$ cat src/rtl/bp_pkg.sv
// Shared constants, entry layout and PC field helpers for the branch predictor.
package bp_pkg;

  // 2-bit saturating counter states; bit 1 set means predict taken.
  localparam logic [1:0] SNT = 2'b00;
  localparam logic [1:0] WNT = 2'b01;
  localparam logic [1:0] WT  = 2'b10;
  localparam logic [1:0] ST  = 2'b11;

  localparam int unsigned BP_ADDR_W  = 32;
  localparam int unsigned BP_ENTRIES = 16;
  localparam int unsigned BP_IDX_W   = $clog2(BP_ENTRIES);
  localparam int unsigned BP_TAG_W   = BP_ADDR_W - BP_IDX_W - 2;

  // Entry layout at the default geometry.
  typedef struct packed {
    logic                 valid;
    logic [BP_TAG_W-1:0]  tag;
    logic [1:0]           ctr;
    logic [BP_ADDR_W-1:0] target;
  } bp_entry_t;

  // Width-generic field extraction; callers keep the low bits they need.
  function automatic logic [63:0] bp_index(input logic [63:0] pc, input int unsigned idx_w);
    logic [63:0] mask;
    mask = (64'd1 << idx_w) - 64'd1;
    return (pc >> 2) & mask;
  endfunction

  function automatic logic [63:0] bp_tag(input logic [63:0] pc, input int unsigned idx_w);
    return pc >> (idx_w + 2);
  endfunction

endpackage

$ cat src/rtl/branch_predictor_sat_ctr.sv
// Next-state function of the 2-bit saturating direction counter.
module bp_sat_ctr
  import bp_pkg::*;
(
  input  logic [1:0] ctr_i,
  input  logic       taken_i,
  output logic [1:0] ctr_o
);

  always_comb begin
    ctr_o = ctr_i;
    if (taken_i) begin
      if (ctr_i != ST) ctr_o = ctr_i + 2'd1;
    end else begin
      if (ctr_i != SNT) ctr_o = ctr_i - 2'd1;
    end
  end

endmodule

$ cat src/rtl/branch_predictor.sv
// Direct-mapped branch history table with target buffer; lookup in IF, training in ID.
// Define BP_STATS_EN to add saturating branch / mispredict counters as outputs.
module branch_predictor
  import bp_pkg::*;
#(
  parameter int unsigned ENTRIES = 16,
  parameter int unsigned ADDR_W  = 32
) (
  input  logic              clk_i,
  input  logic              rst_i,
  input  logic              start_i,
  input  logic              clear_i,
  input  logic [ADDR_W-1:0] if_pc_i,
  output logic              pred_taken_o,
  output logic [ADDR_W-1:0] pred_target_o,
  input  logic              upd_valid_i,
  input  logic [ADDR_W-1:0] upd_pc_i,
  input  logic              upd_taken_i,
  input  logic [ADDR_W-1:0] upd_target_i,
  input  logic              upd_pred_i,
  output logic              mispredict_o
`ifdef BP_STATS_EN
  ,
  output logic [31:0]       stat_branches_o,
  output logic [31:0]       stat_mispredicts_o
`endif
);

  localparam int unsigned IDX_W = $clog2(ENTRIES);
  localparam int unsigned TAG_W = ADDR_W - IDX_W - 2;

  // Table storage, one field per array
  logic [ENTRIES-1:0] valid_q, valid_d;
  logic [TAG_W-1:0]   tag_q    [ENTRIES];
  logic [TAG_W-1:0]   tag_d    [ENTRIES];
  logic [1:0]         ctr_q    [ENTRIES];
  logic [1:0]         ctr_d    [ENTRIES];
  logic [ADDR_W-1:0]  target_q [ENTRIES];
  logic [ADDR_W-1:0]  target_d [ENTRIES];

  logic [63:0]      if_idx_full, if_tag_full, upd_idx_full, upd_tag_full;
  logic [IDX_W-1:0] if_idx, upd_idx;
  logic [TAG_W-1:0] if_tag, upd_tag;
  logic             if_hit, upd_hit, upd_accept;
  logic [1:0]       upd_ctr_next;
  logic             unused_addr_hi;

  assign if_idx_full  = bp_index(64'(if_pc_i), IDX_W);
  assign if_tag_full  = bp_tag(64'(if_pc_i), IDX_W);
  assign upd_idx_full = bp_index(64'(upd_pc_i), IDX_W);
  assign upd_tag_full = bp_tag(64'(upd_pc_i), IDX_W);

  assign if_idx  = if_idx_full[IDX_W-1:0];
  assign if_tag  = if_tag_full[TAG_W-1:0];
  assign upd_idx = upd_idx_full[IDX_W-1:0];
  assign upd_tag = upd_tag_full[TAG_W-1:0];

  assign unused_addr_hi = ^{if_idx_full[63:IDX_W], if_tag_full[63:TAG_W],
                            upd_idx_full[63:IDX_W], upd_tag_full[63:TAG_W]};

  // Lookup reads the registered table, so a same-cycle update is not seen yet.
  assign if_hit        = valid_q[if_idx] && (tag_q[if_idx] == if_tag);
  assign pred_taken_o  = start_i && if_hit && ctr_q[if_idx][1];
  assign pred_target_o = pred_taken_o ? target_q[if_idx] : if_pc_i + ADDR_W'(4);

  assign upd_accept   = upd_valid_i && start_i;
  assign upd_hit      = valid_q[upd_idx] && (tag_q[upd_idx] == upd_tag);
  assign mispredict_o = upd_accept && (upd_taken_i != upd_pred_i);

  bp_sat_ctr u_sat_ctr (
    .ctr_i   (ctr_q[upd_idx]),
    .taken_i (upd_taken_i),
    .ctr_o   (upd_ctr_next)
  );

  always_comb begin
    valid_d  = valid_q;
    tag_d    = tag_q;
    ctr_d    = ctr_q;
    target_d = target_q;
    if (clear_i) begin
      valid_d = '0;
      for (int unsigned i = 0; i < ENTRIES; i++) ctr_d[i] = WNT;
    end else if (upd_accept) begin
      if (upd_hit) begin
        ctr_d[upd_idx] = upd_ctr_next;
        if (upd_taken_i) target_d[upd_idx] = upd_target_i;
      end else if (upd_taken_i) begin
        // Taken miss allocates, evicting any alias at this index.
        valid_d[upd_idx]  = 1'b1;
        tag_d[upd_idx]    = upd_tag;
        ctr_d[upd_idx]    = WT;
        target_d[upd_idx] = upd_target_i;
      end
    end
  end

  always_ff @(posedge clk_i or posedge rst_i) begin
    if (rst_i) begin
      valid_q <= '0;
      for (int unsigned i = 0; i < ENTRIES; i++) begin
        tag_q[i]    <= '0;
        ctr_q[i]    <= WNT;
        target_q[i] <= '0;
      end
    end else begin
      valid_q  <= valid_d;
      tag_q    <= tag_d;
      ctr_q    <= ctr_d;
      target_q <= target_d;
    end
  end

`ifdef BP_STATS_EN
  logic [31:0] stat_br_q, stat_br_d;
  logic [31:0] stat_mis_q, stat_mis_d;

  // Counters ignore clear_i; only rst_i zeroes them.
  always_comb begin
    stat_br_d  = stat_br_q;
    stat_mis_d = stat_mis_q;
    if (upd_accept && (stat_br_q != '1)) stat_br_d = stat_br_q + 32'd1;
    if (mispredict_o && (stat_mis_q != '1)) stat_mis_d = stat_mis_q + 32'd1;
  end

  always_ff @(posedge clk_i or posedge rst_i) begin
    if (rst_i) begin
      stat_br_q  <= '0;
      stat_mis_q <= '0;
    end else begin
      stat_br_q  <= stat_br_d;
      stat_mis_q <= stat_mis_d;
    end
  end

  assign stat_branches_o    = stat_br_q;
  assign stat_mispredicts_o = stat_mis_q;
`endif

endmodule

$ cat config.mk
export PLATFORM = sky130hd
export DESIGN_NAME = branch_predictor
export DESIGN_NICKNAME = d
export VERILOG_FILES = /design/src/rtl/bp_pkg.sv /design/src/rtl/branch_predictor_sat_ctr.sv /design/src/rtl/branch_predictor.sv
export SDC_FILE = /design/constraint.sdc
export NUM_CORES = 2
export LEC_CHECK = 0
export ABC_CLOCK_PERIOD_IN_PS = 89900
export CAP_MARGIN = 30
export CORE_MARGIN = 2
export CORE_UTILIZATION = 65
export DETAILED_ROUTE_END_ITERATION = 8
export GPL_TIMING_DRIVEN = 0
export PLACE_DENSITY = 0.91
export SLEW_MARGIN = 10
export SYNTH_ARGS = -nofsm -noshare
export SYNTH_HDL_FRONTEND = slang
export SYNTH_SLANG_ARGS = --single-unit
export TNS_END_PERCENT = 20
$ cat constraint.sdc
create_clock -name clk_i -period 89.9 [get_ports clk_i]
set_clock_uncertainty 0.15 [all_clocks]
set_input_delay 17.98 -clock clk_i [delete_from_list [all_inputs] [get_ports clk_i]]
set_output_delay 17.98 -clock clk_i [all_outputs]
set_load 0.02 [all_outputs]
* Word level (Yosys, flattened, before mapping)
Index checks and enable logic that the tools add are counted.
** Word-level totals
- Flip-flop bits (word level) :: 976
- Latch bits :: 0
- Memory bits (writable) :: 0
- Bits in read-only memories :: 0
- Input port bits :: 103
- Output and inout port bits :: 34
- Word-level logic and storage cells :: 129
- Memories :: 0
** Cells by class
- $add $sub $neg :: 3
- Multipliers :: 0
- Div/mod/pow operators :: 0
- Order comparisons :: 6
- Eq/ne operators :: 5
- Shift-type cells :: 0
- Muxes and demuxes :: 42
- Bitwise gates (word level) :: 8
- Reductions and logical operators :: 16
** Operators by type and width (number)
- 512-bit bitwise mux :: 1
- 416-bit bitwise mux :: 1
- 32-bit 2-to-1 mux :: 8
- 26-bit binary-select mux with 4-bit select :: 2
- 26-bit 2-to-1 mux :: 5
- 32-bit binary-select mux with 4-bit select :: 1
- 32-bit demux with 4-bit select :: 1
- 26-bit demux with 4-bit select :: 1
- 16-bit 2-to-1 mux :: 4
- 26-bit == test :: 2
- 32-bit by 3-bit adder with 32-bit output (second input constant) :: 1
- 32-bit bitwise mux :: 1
- 16-bit OR :: 2
- 16-bit bitwise AND :: 1
- 2-bit binary-select mux with 4-bit select :: 2
- 2-bit 2-to-1 mux :: 8
- 16-bit inverter :: 1
- 5-bit greater-or-equal comparator (second input constant) :: 2
- 4-bit by 5-bit less-than comparator with 1-bit output (second input constant) :: 2
- 4-bit inverter with 5-bit output :: 2
- 1-bit binary-select mux with 4-bit select :: 2
- 2-bit demux with 4-bit select :: 1
- 1-bit logical AND :: 8
- 3-bit AND reduction :: 2
- 13 further kinds :: 19

* Depth between registers and ports, before layout
- Depth in word-level cells :: 11
- Mapped depth :: 16
- Mapped depth without buffers :: 9

* By module
From an unflattened synthesis, not the netlist that was laid out.
** Unflattened totals
- Cells, all modules :: 3440
- Area total of the unflattened synthesis :: 50254.4 µm²
** By module, submodules not included
- branch_predictor :: times used 1, cells an instance 3437, area an instance 50228.2 µm², sequential area each 24443.4 µm²
- bp_sat_ctr :: times used 1, cells an instance 3, area an instance 26.3 µm², sequential area each 0.0 µm²

* Worst setup path after synthesis
Ideal clock, no wire load.
- Path kind :: input-to-output
- Start :: in if_pc_i[2]
- End :: out pred_target_o[0]
- Arrival :: 21.264 ns
- Data required time :: 71.770 ns
- Path slack :: 50.506 ns
- Stages :: 10
- Path buffers :: 7
- Cell sequence :: clkbuf_1 buf_2 buf_2 clkbuf_1 buf_2 buf_2 buf_1 mux4_2 mux4_2 mux2_2
** On the way
- Cells in the longest elaborated chain, start to end :: 9
- Elaborated cells between the ends (all ways) :: 17
- Those cells by class :: eq/ne: 1; mux: 12; bitwise: 1; reduce/logical: 3
** RTL lines
- start: declaration :: line branch_predictor.sv:13 : input logic [ADDR_W-1:0] if_pc_i,
- 4-bit inverter with 5-bit output (not written as such) :: line branch_predictor.sv:62, branch_predictor.sv:63, branch_predictor.sv:64
- 26-bit binary-select mux with 4-bit select :: line branch_predictor.sv:62 : assign if_hit = valid_q[if_idx] && (tag_q[if_idx] == if_tag);
- 26-bit 2-to-1 mux (not written as such) (2 in a row) :: line branch_predictor.sv:62
- 26-bit == test :: line branch_predictor.sv:62
- 1-bit logical AND :: line branch_predictor.sv:62
- 1-bit logical AND (2 in a row) :: line branch_predictor.sv:63 : assign pred_taken_o = start_i && if_hit && ctr_q[if_idx][1];
- 32-bit 2-to-1 mux (*) :: line branch_predictor.sv:64 : assign pred_target_o = pred_taken_o ? target_q[if_idx] : if_pc_i + ADDR_W'(4);
- end: declaration :: line branch_predictor.sv:15 : output logic [ADDR_W-1:0] pred_target_o,
Mark *: on every way between the ends. The rest lies on a longest branch, timed or not. The select of a mux whose other input is x is not followed.

* Final worst setup path
- Start :: in if_pc_i[2]
- End :: out pred_target_o[2]
The elaborated chain is that of the path after synthesis.

==> impl_metrics.yaml <==
timing:
  fin_ws_ns: 47.00
  fmax_mhz: 23.3
  rsz0062_at_grt: "no"
  maxSlewHeadroom: 0.220
  period_minus_slack_ns: 42.90
  tightest_slew_ns: 1.17
  finalSetupViolations: 0
  setup_tns_ns: 0
  slew_violations: 0
  hold_viol: 0
  fin_crit_sh: 0.477
power:
  totalPowerFinal_w: 0.00110
  power_leakage_nw: 26.2
  power_density_nw_per_um2: 19.0
  ir_drop_uv: 18.1
detailed_routing:
  antenna_left: 0
  drc: 0
  drtIter0Drc: 5167
  wl_um: 166000
  dr.pass1.iters: 8
  via_per_inst: 7.44
  routed-via-count: 34500
  routedWlPerCell_um: 35.8
worst_setup_path:
  critPathLaunchType: "input pin"
  cp-startpoint: "if_pc_i[2]"
  crit_fanout: 10
  r2r_end: "ctr_q[31]"
  crit_arrival_ns: 24.77
  cp-end-kind: "output pin"
  critPathRequiredTime_ns: 71.77
  crit_type: "input pin to output pin"
  r2r_setup_slack_ns: 85.48
  reg2reg_from: "tag_q[121]"
  reg2reg_depth: 11
min_path:
  hold_path_class: "flop to flop"
  min_from: "target_q[464]"
  hold_path_end: "target_q[464]"
  worstHoldPathCells: 1
logic_synthesis:
  synth-compound-area-share: 0.0264
  synth_top_family_by_area: "multiplexers"
  yosys_register_bits: 976
  synth.avg_cell_area_um2: 15.8
  async_flop_share: 1.00
  ys_seq_area_frac: 0.479
  syn_area_um2: 51100
  ys_warn_count: 0
  ys_types: 71
  syn-instance-count: 3230
  synth_top_cell_by_area: "dfrtp_1"
  synthXorXnorAreaFrac: 0.0130
  ys_top_cells_by_count: "dfrtp_1 (960), mux2_2 (642), mux4_2 (385)"
  synth_area_leaders: "dfrtp_1 (47%), mux4_2 (17%), mux2_2 (14%), mux2_4 (9.4%), mux2i_1 (1.4%)"
  synth_top_area_share: 0.470
  synth_edf_count: 0
  synth.most_common_cell: "dfrtp_1"
  yosys_most_used_dff: "dfrtp_1"
  syn_nets: 3334
  yosys.area_share.simple: 0.0244
  synth_mux_area_frac: 0.420
  synthAdderAreaFrac: 0.000441
grt:
  grt_max_degree: 117
  antenna_found_initial: 15
  grt_pass1_wl_um: 243000
  first_global_vias: 35900
  grt_usage: 0.413
  grt.overflow.total: 0
placement:
  gp_congestion: 0.983
  dp_cells: 4430
  port_buffers: 121
  dp_hpwl_um: 107000
  place_ws_ns: 47.41
floorplan:
  pin_count: 137
  start_util: 0.658
  fp.dieW_um: 284
  core-area_um2: 77600
  die_area_um2: 80800
  rows: 102
  die_h_um: 284
cts:
  cts_tree: "done"
  post_cts_buffers: 0
  clk_pin_slew_ns: 0.06
  clk-insertion-delay-late_ns: 0.73
  cts_root_buf: "clkbuf_16"
  clock_tree.buffer_depth: 3
  cts_sinks: 976
  cts_htree_levels: 3
  cts_hold_buf: 0
  cts_resized: 0
  tritoncts.num_buffers: 100
job:
  max_cap_violations: 0
cells_and_area:
  synthToLayoutAreaGrowth_pct: 13.4
  nets: 3606
  finalNonFillerCells: 4637
  drive_gt1_frac: 0.475
status:
  status: "finished, final reports clean"
## area by class of cell
cell class                      instances  area, um2
Clock inverter                         50        679
Sequential cell                       976      24400
Inverter                               34        135
Multi-Input combinational cell       1908      24800
Tap cell                             1040       1300
Timing Repair Buffer                  170       1970
Antenna cell                           10       25.0
Fill cell                            4322      19700
Buffer                                312       1750
Clock buffer                          137       2840
## registers in the layout (all words and copies together) (netlist names)
register / cells
valid_q: 16
ctr_q: 32
target_q: 512
tag_q: 416
## worst max path at each step
| stage | endpoint | slack [ns] |
|---|---|---|
| after floorplan | ctr_q[11] | 44.34 |
| after global placement | tag_q[313] | 34.05 |
| after detailed placement | pred_target_o[2] | 47.41 |
| after CTS | pred_target_o[2] | 47.35 |
| after global routing | pred_target_o[2] | 47.02 |
| final | pred_target_o[2] | 47.00 |
## logic make-up after synthesis
family | count (synthesis)
buffers and inverters | 346
AND/OR/NAND/NOR | 233
AO/OA/AOI/OAI | 177
XOR/XNOR | 76
flip-flops | 976
adder cells (fa/ha/maj) | 2
multiplexers | 1420
## power breakdown
part           total, W  leakage (nW)  internal, W  switching (W)
sequential     0.000500          13.2     0.000474      0.0000261
clock          0.000447          1.74     0.000255       0.000192
combinational  0.000153          11.3    0.0000786      0.0000745
total           0.00110          26.2     0.000808       0.000292
## through the flow
stage | util | area, um2 | hold WS [ns]
finish | 0.746 | 57900 | 0.350
global route | 0.746 | 57900 | 0.359
CTS | 0.744 | 57700 | 0.351
detailed placement | 0.699 | 54200 | 0.337
global placement | 0.691 | 53600 | 0.331
floorplan | - | 51100 | 0.324
## cell usage in the layout, fill, tap and decap left out, drive strengths merged, types with 11 or more instances in the layout
cell type,netlist,layout
mux2,962,962
dfrtp,960,960
mux4,387,387
clkbuf,181,318
buf,131,180
clkdlybuf4s50,0,121
mux2i,71,71
nand2,69,69
xnor2,60,60
nor2,45,45
inv,34,37
clkinv,0,34
nand3,28,28
nor2b,22,22
a211oi,20,20
a22oi,19,19
o31ai,18,18
o221ai,17,17
xor2,16,16
nand4,16,16
a31oi,16,16
dfstp,16,16
o311ai,16,16
a21oi,15,15
and2,14,14
bufinv,0,11
## layer usage
metal  track usage  up-vias  routed length, um
li1              -    12800                  -
met1         0.527    17900              57300
met2         0.599     3017              73800
met3         0.157      746              22900
met4         0.264       12              12000
met5             0        -                 78
## critical path: stages
cell and delay, ns:
clkdlybuf4s50_1 0.73, clkbuf_1 0.38, buf_2 0.41, buf_2 0.57, clkbuf_1 0.84, mux4_2 0.41
mux4_2 0.61, xor2_1 0.20, nor4_1 0.45, nand3_1 0.47, buf_1 0.49, mux2i_1 0.51
clkdlybuf4s50_1 0.69
Power figures use the tool's default switching activity.
